File: src/rtl/vga_timing_pkg.sv
// vga_timing_pkg: shared VGA phase enums and default 800x600@60 timing, also used by text_counters.
package vga_timing_pkg;
    typedef enum logic [1:0] {PH_ACT, PH_FP, PH_SYNC, PH_BP} phase_t;
    typedef enum logic [1:0] {H_ACT, H_FP, H_SYNC, H_BP} h_state_t;
    typedef enum logic [1:0] {V_ACT, V_FP, V_SYNC, V_BP} v_state_t;
    typedef enum logic {G_IDLE, G_GRANT} gnt_state_t;
    localparam int DEF_H_ACTIVE = 800;
    localparam int DEF_H_FRONT = 40;
    localparam int DEF_H_SYNC = 128;
    localparam int DEF_H_BACK = 88;
    localparam int DEF_V_ACTIVE = 600;
    localparam int DEF_V_FRONT = 1;
    localparam int DEF_V_SYNC = 4;
    localparam int DEF_V_BACK = 23;
    localparam bit DEF_SYNC_POL = 1'b1;
endpackage

File: src/rtl/vga_text_timing_ctrl_porch_fsm.sv
// porch_fsm: generic ACT/FP/SYNC/BP sequencer with per-phase counter and end-of-cycle wrap pulse.
module porch_fsm
    import vga_timing_pkg::*;
#(
    parameter int W = 11,
    parameter int L_ACT = 800,
    parameter int L_FP = 40,
    parameter int L_SYNC = 128,
    parameter int L_BP = 88
) (
    input  logic   clk,
    input  logic   rst,
    input  logic   adv,
    output phase_t phase,
    output logic   last,
    output logic   wrap
);
    phase_t phase_q, phase_d;
    logic [W-1:0] cnt_q, cnt_d;
    always_comb begin
        last = cnt_q == (phase_q == PH_ACT ? W'(L_ACT - 1) :
                         phase_q == PH_FP ? W'(L_FP - 1) :
                         phase_q == PH_SYNC ? W'(L_SYNC - 1) : W'(L_BP - 1));
        cnt_d = adv ? (last ? '0 : cnt_q + 1'b1) : cnt_q;
        phase_d = !(adv && last) ? phase_q :
                  phase_q == PH_ACT ? PH_FP :
                  phase_q == PH_FP ? PH_SYNC :
                  phase_q == PH_SYNC ? PH_BP : PH_ACT;
        wrap = adv && last && phase_q == PH_BP;
    end
    always_ff @(posedge clk) begin
        if (rst) begin
            phase_q <= PH_ACT;
            cnt_q <= '0;
        end else begin
            phase_q <= phase_d;
            cnt_q <= cnt_d;
        end
    end
    assign phase = phase_q;
endmodule

File: src/rtl/vga_text_timing_ctrl.sv
// vga_text_timing_ctrl: VGA porch/sync timing plus vblank-only CPU VRAM grant; all outputs registered.
module vga_text_timing_ctrl
    import vga_timing_pkg::*;
#(
    parameter int H_ACTIVE = DEF_H_ACTIVE,
    parameter int H_FRONT = DEF_H_FRONT,
    parameter int H_SYNC = DEF_H_SYNC,
    parameter int H_BACK = DEF_H_BACK,
    parameter int V_ACTIVE = DEF_V_ACTIVE,
    parameter int V_FRONT = DEF_V_FRONT,
    parameter int V_SYNC = DEF_V_SYNC,
    parameter int V_BACK = DEF_V_BACK,
    parameter bit SYNC_POL = DEF_SYNC_POL
) (
    input  logic clk,
    input  logic rst,
    input  logic en,
    output logic active,
    output logic hsync,
    output logic vsync,
    output logic line_end,
    output logic frame_end,
    output logic vblank,
    input  logic cpu_req,
    output logic cpu_gnt
);
    phase_t h_phase, v_phase;
    logic h_last, h_wrap, v_last, v_wrap;
    h_state_t h_st;
    v_state_t v_st;
    logic final_line, blank_ok;
    gnt_state_t gnt_st_q, gnt_st_d;
    logic active_q, active_d, hsync_q, hsync_d, vsync_q, vsync_d;
    logic line_end_q, line_end_d, frame_end_q, frame_end_d;
    logic vblank_q, vblank_d, cpu_gnt_q, cpu_gnt_d;

    porch_fsm #(.W(11), .L_ACT(H_ACTIVE), .L_FP(H_FRONT), .L_SYNC(H_SYNC), .L_BP(H_BACK)) u_h (
        .clk(clk), .rst(rst), .adv(en), .phase(h_phase), .last(h_last), .wrap(h_wrap)
    );
    porch_fsm #(.W(10), .L_ACT(V_ACTIVE), .L_FP(V_FRONT), .L_SYNC(V_SYNC), .L_BP(V_BACK)) u_v (
        .clk(clk), .rst(rst), .adv(h_wrap), .phase(v_phase), .last(v_last), .wrap(v_wrap)
    );

    always_comb begin
        h_st = h_state_t'(h_phase);
        v_st = v_state_t'(v_phase);
        // the last back-porch line is a guard band: no new grants, existing grants are revoked
        final_line = v_st == V_BP && v_last;
        blank_ok = v_st != V_ACT && !final_line;
        active_d = en && h_st == H_ACT && v_st == V_ACT;
        hsync_d = en ? (h_st == vga_timing_pkg::H_SYNC ? SYNC_POL : !SYNC_POL) : hsync_q;
        vsync_d = en ? (v_st == vga_timing_pkg::V_SYNC ? SYNC_POL : !SYNC_POL) : vsync_q;
        line_end_d = en && h_last && h_st == H_BP;
        frame_end_d = v_wrap;
        vblank_d = v_st != V_ACT;
        gnt_st_d = gnt_st_q == G_IDLE ? (cpu_req && blank_ok ? G_GRANT : G_IDLE)
                                      : (cpu_req && !final_line ? G_GRANT : G_IDLE);
        cpu_gnt_d = gnt_st_d == G_GRANT;
    end

    always_ff @(posedge clk) begin
        if (rst) begin
            gnt_st_q <= G_IDLE;
            active_q <= 1'b0;
            hsync_q <= !SYNC_POL;
            vsync_q <= !SYNC_POL;
            line_end_q <= 1'b0;
            frame_end_q <= 1'b0;
            vblank_q <= 1'b0;
            cpu_gnt_q <= 1'b0;
        end else begin
            gnt_st_q <= gnt_st_d;
            active_q <= active_d;
            hsync_q <= hsync_d;
            vsync_q <= vsync_d;
            line_end_q <= line_end_d;
            frame_end_q <= frame_end_d;
            vblank_q <= vblank_d;
            cpu_gnt_q <= cpu_gnt_d;
        end
    end

    assign active = active_q;
    assign hsync = hsync_q;
    assign vsync = vsync_q;
    assign line_end = line_end_q;
    assign frame_end = frame_end_q;
    assign vblank = vblank_q;
    assign cpu_gnt = cpu_gnt_q;
endmodule

File: config.mk
export PLATFORM = sky130hd
export DESIGN_NAME = vga_text_timing_ctrl
export DESIGN_NICKNAME = d
export VERILOG_FILES = /design/src/rtl/vga_timing_pkg.sv /design/src/rtl/vga_text_timing_ctrl_porch_fsm.sv /design/src/rtl/vga_text_timing_ctrl.sv
export SDC_FILE = /design/constraint.sdc
export NUM_CORES = 1
export LEC_CHECK = 0
export BUFFER_PORTS_ARGS = -buffer_cell sky130_fd_sc_hd__buf_2
export CAP_MARGIN = 20
export CORE_ASPECT_RATIO = 1.4
export CORE_MARGIN = 1.5
export CORE_UTILIZATION = 45
export DETAILED_ROUTE_END_ITERATION = 10
export PLACE_DENSITY = 0.66
export SYNTH_ARGS = -nofsm -noshare
export SYNTH_HDL_FRONTEND = slang
export SYNTH_SLANG_ARGS = --single-unit
File: constraint.sdc
create_clock -name clk -period 2.6 [get_ports clk]
set_clock_uncertainty 0.2 [all_clocks]
set_input_delay 0.13 -clock clk [delete_from_list [all_inputs] [get_ports clk]]
set_output_delay 0.13 -clock clk [all_outputs]
set_load 0.03 [all_outputs]
==> run_results.csv, run 1 <==
group,metric,value,unit
outcome,status,"completed",
placement,dp.cells,239,
global_routing,globalRouteMet1Util,22.0,%
die,io_pins,11,
synth,number_of_storage_elements_in_the_synthesis_netlist,32,
synth,synth-edff-count,0,
finish,layoutNonFillerInstCount,248,
die,core.rowCount,26,
finish,area_growth_synth_to_finish,17.3,%
detailed_routing,route.antenna.remaining_nets,0,
placement,numPortBuffers,10,
synth,synth.lib_cells_used.distinct,43,
sta,max_slew_violation_total_from_the_final_report,0,
detailed_routing,drc,0,
power,cellLeakagePower,0.000800,uW
clock_network,cts.clk_slew.worst_paths,0.07,ns
global_routing,global_route.usage.met2,35.2,%
global_routing,largest_net_degree_at_the_start_of_global_routing,24,
clock_network,clock_latency,0.29,ns
finish,antenna_diode_count,0,
detailed_routing,detail_route.vias_per_cell,5.72,
hold_path,hold_path.class,"in2reg",
worst_setup_path,timing.rr.start,"u_v.phase[0]",
sta,actual_slew_at_the_worst_max_slew_pin,0.441,ns
die,fp.coreArea,0.00361,mm^2
worst_setup_path,crit_arrival,2.43,ns
clock_network,tritoncts,"built",
finish,most-common-layout-cells,"sky130_fd_sc_hd__dfxtp_1, sky130_fd_sc_hd__nor2_1, sky130_fd_sc_hd__a21oi_1, sky130_fd_sc_hd__ha_1, sky130_fd_sc_hd__buf_2",
clock_network,cts.sinks,32,
sta,rsz0062_at_grt,"no",
power,max-vdd-ir-drop,0.000442,V
clock_network,clock-root-buffer,"sky130_fd_sc_hd__clkbuf_8",
worst_setup_path,timing.reg2reg.setup_slack,0.15,ns
synth,ys_warn_count,0,
placement,finalWeightedCongestion,0.805,
global_routing,groute.layer.met3.usage,6.08,%
sta,worst_case_hold_slack,0.0235,ns
worst_setup_path,critPathRequiredTime,2.58,ns
synth,postSynthCellCount,185,
synth,most_common_flop_cell_mapped_by_yosys,"sky130_fd_sc_hd__dfxtp_1",
power,power.density,531,mW/mm^2
sta,slew_headroom,70.6,%
worst_setup_path,critical_path.startpoint_type,"flip-flop",
synth,synth.yosys.seq_area_share,38.0,%
detailed_routing,routed_wl,3.73,mm
finish,layout.core_utilization,54.9,%
finish,layout-drive-gt1-share,19.4,%
hold_path,hold-path-endpoint,"hsync",
global_routing,global_route.peak_usage_layer,"met2",
global_routing,via_count_of_the_first_global_routing_pass,1341,
detailed_routing,post_drt_wl_per_cell,15.0,um
hold_path,hold_path_stages,3,
worst_setup_path,crit_path_max_fanout,9,
sta,period_needed,2.45,ns
sta,fin_setup_tns,0,ns
finish,finish.net_count,221,
finish,mostFrequentLayoutCell,"sky130_fd_sc_hd__dfxtp_1",
run,max-cap-violations,0,
sta,finalHoldViolations,0,
global_routing,initial_antenna_violation_count,0,
global_routing,grt-ovfl-total,0,
detailed_routing,drt_iter0_markers,41,
clock_network,cts.path.max_buffers,2,
die,initial_utilization,46.7,%
global_routing,grt_pass1_wl,6.00,mm
detailed_routing,vias,1419,
worst_setup_path,crit-reg2reg-capture,"u_v.cnt_q[5]",
sta,final-setup-viol-count,0,
clock_network,cts_inserted_buffers,5,
worst_setup_path,worstSetupPathType,"reg2reg",
synth,synth_area_per_cell,9.12,um^2
clock_network,cts_htree_levels,2,
detailed_routing,drtPass1Iterations,4,
global_routing,overall_track_demand_over_capacity_in_global_routing,21.1,%
sta,finalCritPeriodShare,94.1,%
worst_setup_path,worst-r2r-cell-count,8,
hold_path,hp-start,"en",
die,floorplan.die.width,54.8,um
synth,synth_async_sr_flop_share,0,%
placement,dpl.hpwl,2.67,mm
die,die-height,75.5,um
synth,netlist_area,0.00169,mm^2
synth,postSynthNetCount,201,
die,floorplan.die_area,0.00413,mm^2
sta,achievable-frequency,0.409,GHz
worst_setup_path,crit_path_end_kind,"flip-flop",
clock_network,postCtsSetupRepairBufs,0,
## worst max-delay path by stage
stage                  from      endpoint
5_1_grt        u_v.phase[0]  u_v.cnt_q[5]
2_1_floorplan  u_v.phase[0]  u_v.cnt_q[7]
3_3_place_gp   u_v.phase[0]  u_v.cnt_q[7]
3_5_place_dp   u_h.phase[0]  u_v.cnt_q[6]
6_report       u_v.phase[0]  u_v.cnt_q[5]
4_1_cts        u_h.phase[0]  u_v.cnt_q[6]
## cell families after synthesis
group / count (synthesis) / share of synthesized area (%)
xor gates and xnor gates: 14 / 7.26
DFF: 32 / 38.0
muxes: 6 / 3.71
AOI/OAI and AO/OA: 32 / 12.5
adders and majority gates: 12 / 8.90
and+or+nand+nor: 78 / 26.7
buffers and inverters: 11 / 2.96
## layout make-up
type | count | area, um^2
clock buffers | 7 | 96.3
fillers | 316 | 1630
clock inverters | 1 | 30.0
multi-input cells | 142 | 1020
inverters | 5 | 18.8
flip-flops and latches | 32 | 644
repair buffers | 19 | 120
well taps | 42 | 52.6
## Yosys cell counts (2+ instances only)
cell / instances / area (um^2)
sky130_fd_sc_hd__a211oi_1: 2 / 15.0
sky130_fd_sc_hd__a21oi_1: 13 / 65.1
sky130_fd_sc_hd__a22oi_1: 2 / 15.0
sky130_fd_sc_hd__and3_1: 8 / 50.1
sky130_fd_sc_hd__clkbuf_1: 3 / 11.3
sky130_fd_sc_hd__dfxtp_1: 32 / 641
sky130_fd_sc_hd__ha_1: 12 / 150
sky130_fd_sc_hd__inv_1: 5 / 18.8
sky130_fd_sc_hd__mux2_2: 2 / 22.5
sky130_fd_sc_hd__mux2i_1: 4 / 40.0
sky130_fd_sc_hd__nand2_1: 7 / 26.3
sky130_fd_sc_hd__nand2b_1: 2 / 12.5
sky130_fd_sc_hd__nand3_1: 8 / 40.0
sky130_fd_sc_hd__nand3b_1: 2 / 15.0
sky130_fd_sc_hd__nand4_1: 5 / 31.3
sky130_fd_sc_hd__nor2_1: 23 / 86.3
sky130_fd_sc_hd__nor2b_1: 2 / 12.5
sky130_fd_sc_hd__nor3_1: 2 / 10.0
sky130_fd_sc_hd__o21ai_0: 7 / 35.0
sky130_fd_sc_hd__or3_1: 5 / 31.3
sky130_fd_sc_hd__or4_1: 3 / 22.5
sky130_fd_sc_hd__or4b_1: 3 / 30.0
sky130_fd_sc_hd__xnor2_1: 6 / 52.6
sky130_fd_sc_hd__xor2_1: 8 / 70.1
## metal layers
metal	share of wire, %	vias up
met4	4.0	0
li1	-	701
met2	53	33
met3	3.0	10
met1	40	675
met5	0	-
## where the power goes
part / switching [uW] / internal [uW] / total [uW]
clock: 190 / 338 / 528
combinational: 16.0 / 10.0 / 26.1
sequential: 3.12 / 494 / 497
total: 209 / 842 / 1050
## state kept, by name, indices dropped and copies added (netlist names)
signal / flops
line_end: 1
hsync: 1
u_h.phase: 2
u_v.cnt_q: 10
cpu_gnt: 1
u_h.cnt_q: 11
frame_end: 1
u_v.phase: 2
vsync: 1
active: 1
vblank: 1
## through the flow
stage	setup WS [ns]	total power, uW	area (um^2)
2_1_floorplan	0.151	528	1690
3_3_place_gp	0.140	532	1820
3_5_place_dp	0.0697	534	1820
4_1_cts	0.0600	1060	1960
5_1_grt	0.0306	1090	1980
6_report	0.152	1050	1980
## what timing repair did
| action | in CTS | in global routing |
|---|---|---|
| endpoints found under the hold margin | 1 | 0 |
| setup endpoints to repair | 0 | 7 |
| hold buffers | 1 | 0 |
| gates resized for setup | 0 | 6 |
## critical path, cell delays in order, from the launching register on
cell and delay, ns:
sky130_fd_sc_hd__dfxtp_2 0.36, sky130_fd_sc_hd__inv_1 0.08, sky130_fd_sc_hd__ha_1 0.33, sky130_fd_sc_hd__or3b_2 0.46, sky130_fd_sc_hd__a211oi_2 0.25, sky130_fd_sc_hd__and2_1 0.17
sky130_fd_sc_hd__buf_4 0.16, sky130_fd_sc_hd__nor3_1 0.05, sky130_fd_sc_hd__mux2_2 0.26
Note: power is estimated with default switching activity, not from simulation.
==> run 2: changes to the inputs <==
--- a/config.mk
+++ b/config.mk
@@ -5,13 +5,13 @@
 export SDC_FILE = /design/constraint.sdc
 export NUM_CORES = 1
 export LEC_CHECK = 0
-export BUFFER_PORTS_ARGS = -buffer_cell sky130_fd_sc_hd__buf_2
 export CAP_MARGIN = 20
 export CORE_ASPECT_RATIO = 1.4
 export CORE_MARGIN = 1.5
 export CORE_UTILIZATION = 45
 export DETAILED_ROUTE_END_ITERATION = 10
-export PLACE_DENSITY = 0.66
+export DONT_BUFFER_PORTS = 1
+export PLACE_DENSITY = 0.63
 export SYNTH_ARGS = -nofsm -noshare
 export SYNTH_HDL_FRONTEND = slang
 export SYNTH_SLANG_ARGS = --single-unit
==> run_results.csv, run 2 (synthesis results as in run 1) <==
group,metric,value,unit
die,floorplan.die.width,54.8,um
die,io_pins,11,
power,power.density,518,mW/mm^2
die,floorplan.die_area,0.00413,mm^2
finish,mostFrequentLayoutCell,"sky130_fd_sc_hd__dfxtp_1",
placement,dpl.hpwl,2.68,mm
sta,finalCritPeriodShare,94.5,%
die,core.rowCount,26,
finish,biggestRegsByFlops,"u_h.cnt_q (11), u_v.cnt_q (10)",
clock_network,cts_htree_levels,2,
sta,finalHoldViolations,0,
clock_network,postCtsSetupRepairBufs,0,
global_routing,grt-ovfl-total,0,
finish,area_growth_synth_to_finish,13.9,%
clock_network,cts.path.max_buffers,2,
worst_setup_path,worstSetupPathType,"reg2reg",
clock_network,cts.clk_slew.worst_paths,0.07,ns
placement,finalWeightedCongestion,0.774,
placement,numPortBuffers,0,
finish,layoutNonFillerInstCount,240,
worst_setup_path,crit_path_end_kind,"flip-flop",
detailed_routing,drc,0,
worst_setup_path,crit_arrival,2.47,ns
finish,finish.net_count,213,
global_routing,initial_antenna_violation_count,0,
global_routing,overall_track_demand_over_capacity_in_global_routing,21.7,%
detailed_routing,vias,1365,
finish,max_flop_register,"u_h.cnt_q",
run,max-cap-violations,0,
sta,achievable-frequency,0.407,GHz
die,fp.coreArea,0.00361,mm^2
hold_path,hold_path.class,"in2reg",
finish,antenna_diode_count,0,
finish,final.fill_count,340,
global_routing,via_count_of_the_first_global_routing_pass,1402,
power,cellLeakagePower,0.000747,uW
finish,layout-drive-gt1-share,14.6,%
die,die-height,75.5,um
worst_setup_path,critical_path.startpoint_type,"flip-flop",
clock_network,clock_latency,0.29,ns
global_routing,largest_net_degree_at_the_start_of_global_routing,23,
clock_network,cts.sinks,32,
detailed_routing,drt_iter0_markers,43,
detailed_routing,routed_wl,3.68,mm
outcome,status,"completed",
global_routing,grt_pass1_wl,6.40,mm
detailed_routing,post_drt_wl_per_cell,15.3,um
clock_network,tritoncts,"built",
worst_setup_path,critPathRequiredTime,2.61,ns
sta,actual_slew_at_the_worst_max_slew_pin,0.835,ns
sta,rsz0062_at_grt,"yes",
placement,dp.cells,229,
finish,layout.core_utilization,53.3,%
finish,most-common-layout-cells,"sky130_fd_sc_hd__dfxtp_1, sky130_fd_sc_hd__nor2_1, sky130_fd_sc_hd__a21oi_1, sky130_fd_sc_hd__ha_1",
detailed_routing,detail_route.vias_per_cell,5.69,
detailed_routing,route.antenna.remaining_nets,0,
finish,largest_reg_flops,11,
sta,slew_headroom,44.2,%
detailed_routing,drtPass1Iterations,4,
sta,period_needed,2.46,ns
sta,max_slew_violation_total_from_the_final_report,0,
clock_network,cts_inserted_buffers,5,
sta,final-setup-viol-count,0,
die,initial_utilization,46.7,%
worst_setup_path,crit_path_max_fanout,10,
clock_network,clock-root-buffer,"sky130_fd_sc_hd__clkbuf_8",
power,max-vdd-ir-drop,0.000392,V
run 2: per-stage QoR:
stage,setup TNS [ns],instance area (um^2),hold slack [ns],total power (uW),worst slack (ns)
2_1_floorplan,0,1690,0.0742,528,0.151
3_3_place_gp,0,1770,0.00163,522,0.155
3_5_place_dp,0,1770,0.00287,524,0.0975
4_1_cts,0,1910,0.111,1010,0.0742
5_1_grt,-0.0362,1920,0.151,1040,-0.0212
6_report,0,1920,0.106,996,0.142
run 2: routing by layer:
metal	wire length (um)	vias to the layer above	global-route usage, %
met5	0	-	0
met4	118	0	11.1
met3	71	10	4.71
met2	1980	18	37.4
met1	1510	654	24.3
li1	-	683	-
run 2: power by group:
group | total [uW] | switching (uW) | internal (uW) | leakage [uW]
clock network | 473 | 189 | 283 | 0.0000541
logic | 23.6 | 13.7 | 9.95 | 0.000433
registers | 499 | 5.09 | 494 | 0.000259
run 2: worst paths after layout:
| kind | from | endpoint | slack [ns] | cells after the start |
|---|---|---|---|---|
| worst max register to register | u_h.phase[0] | u_v.cnt_q[2] | 0.14 | 7 |
| worst max-delay path | u_h.phase[0] | u_v.cnt_q[2] | 0.14 | 7 |
| worst min register to register | u_v.cnt_q[1] | u_v.cnt_q[1] | 0.31 | 2 |
| worst min-delay path | rst | u_h.cnt_q[2] | 0.11 | 2 |
run 2: what timing repair did:
item                                    4_1_cts  5_1_grt
hold buffers                                  3        0
hold endpoints to repair                     25        0
endpoints found under the setup margin        0       10
gates resized for setup                       0        4
run 2: layout make-up:
cell class,count,area (um^2),area share (%)
Tap cell,42,52.6,2.73
Multi-Input combinational cell,142,1010,52.4
Inverter,5,18.8,0.976
Clock buffer,5,68.8,3.58
Timing Repair Buffer,11,90.1,4.68
Sequential cell,32,643,33.4
Clock inverter,3,42.5,2.21
run 2: critical path, cell delays in order, from the launching register on:
cell and delay, ns:
sky130_fd_sc_hd__dfxtp_1 0.39, sky130_fd_sc_hd__inv_1 0.11, sky130_fd_sc_hd__ha_1 0.23, sky130_fd_sc_hd__or3_1 0.36, sky130_fd_sc_hd__a21oi_4 0.18, sky130_fd_sc_hd__o2111ai_2 0.23
sky130_fd_sc_hd__or4b_1 0.53, sky130_fd_sc_hd__a21oi_1 0.15
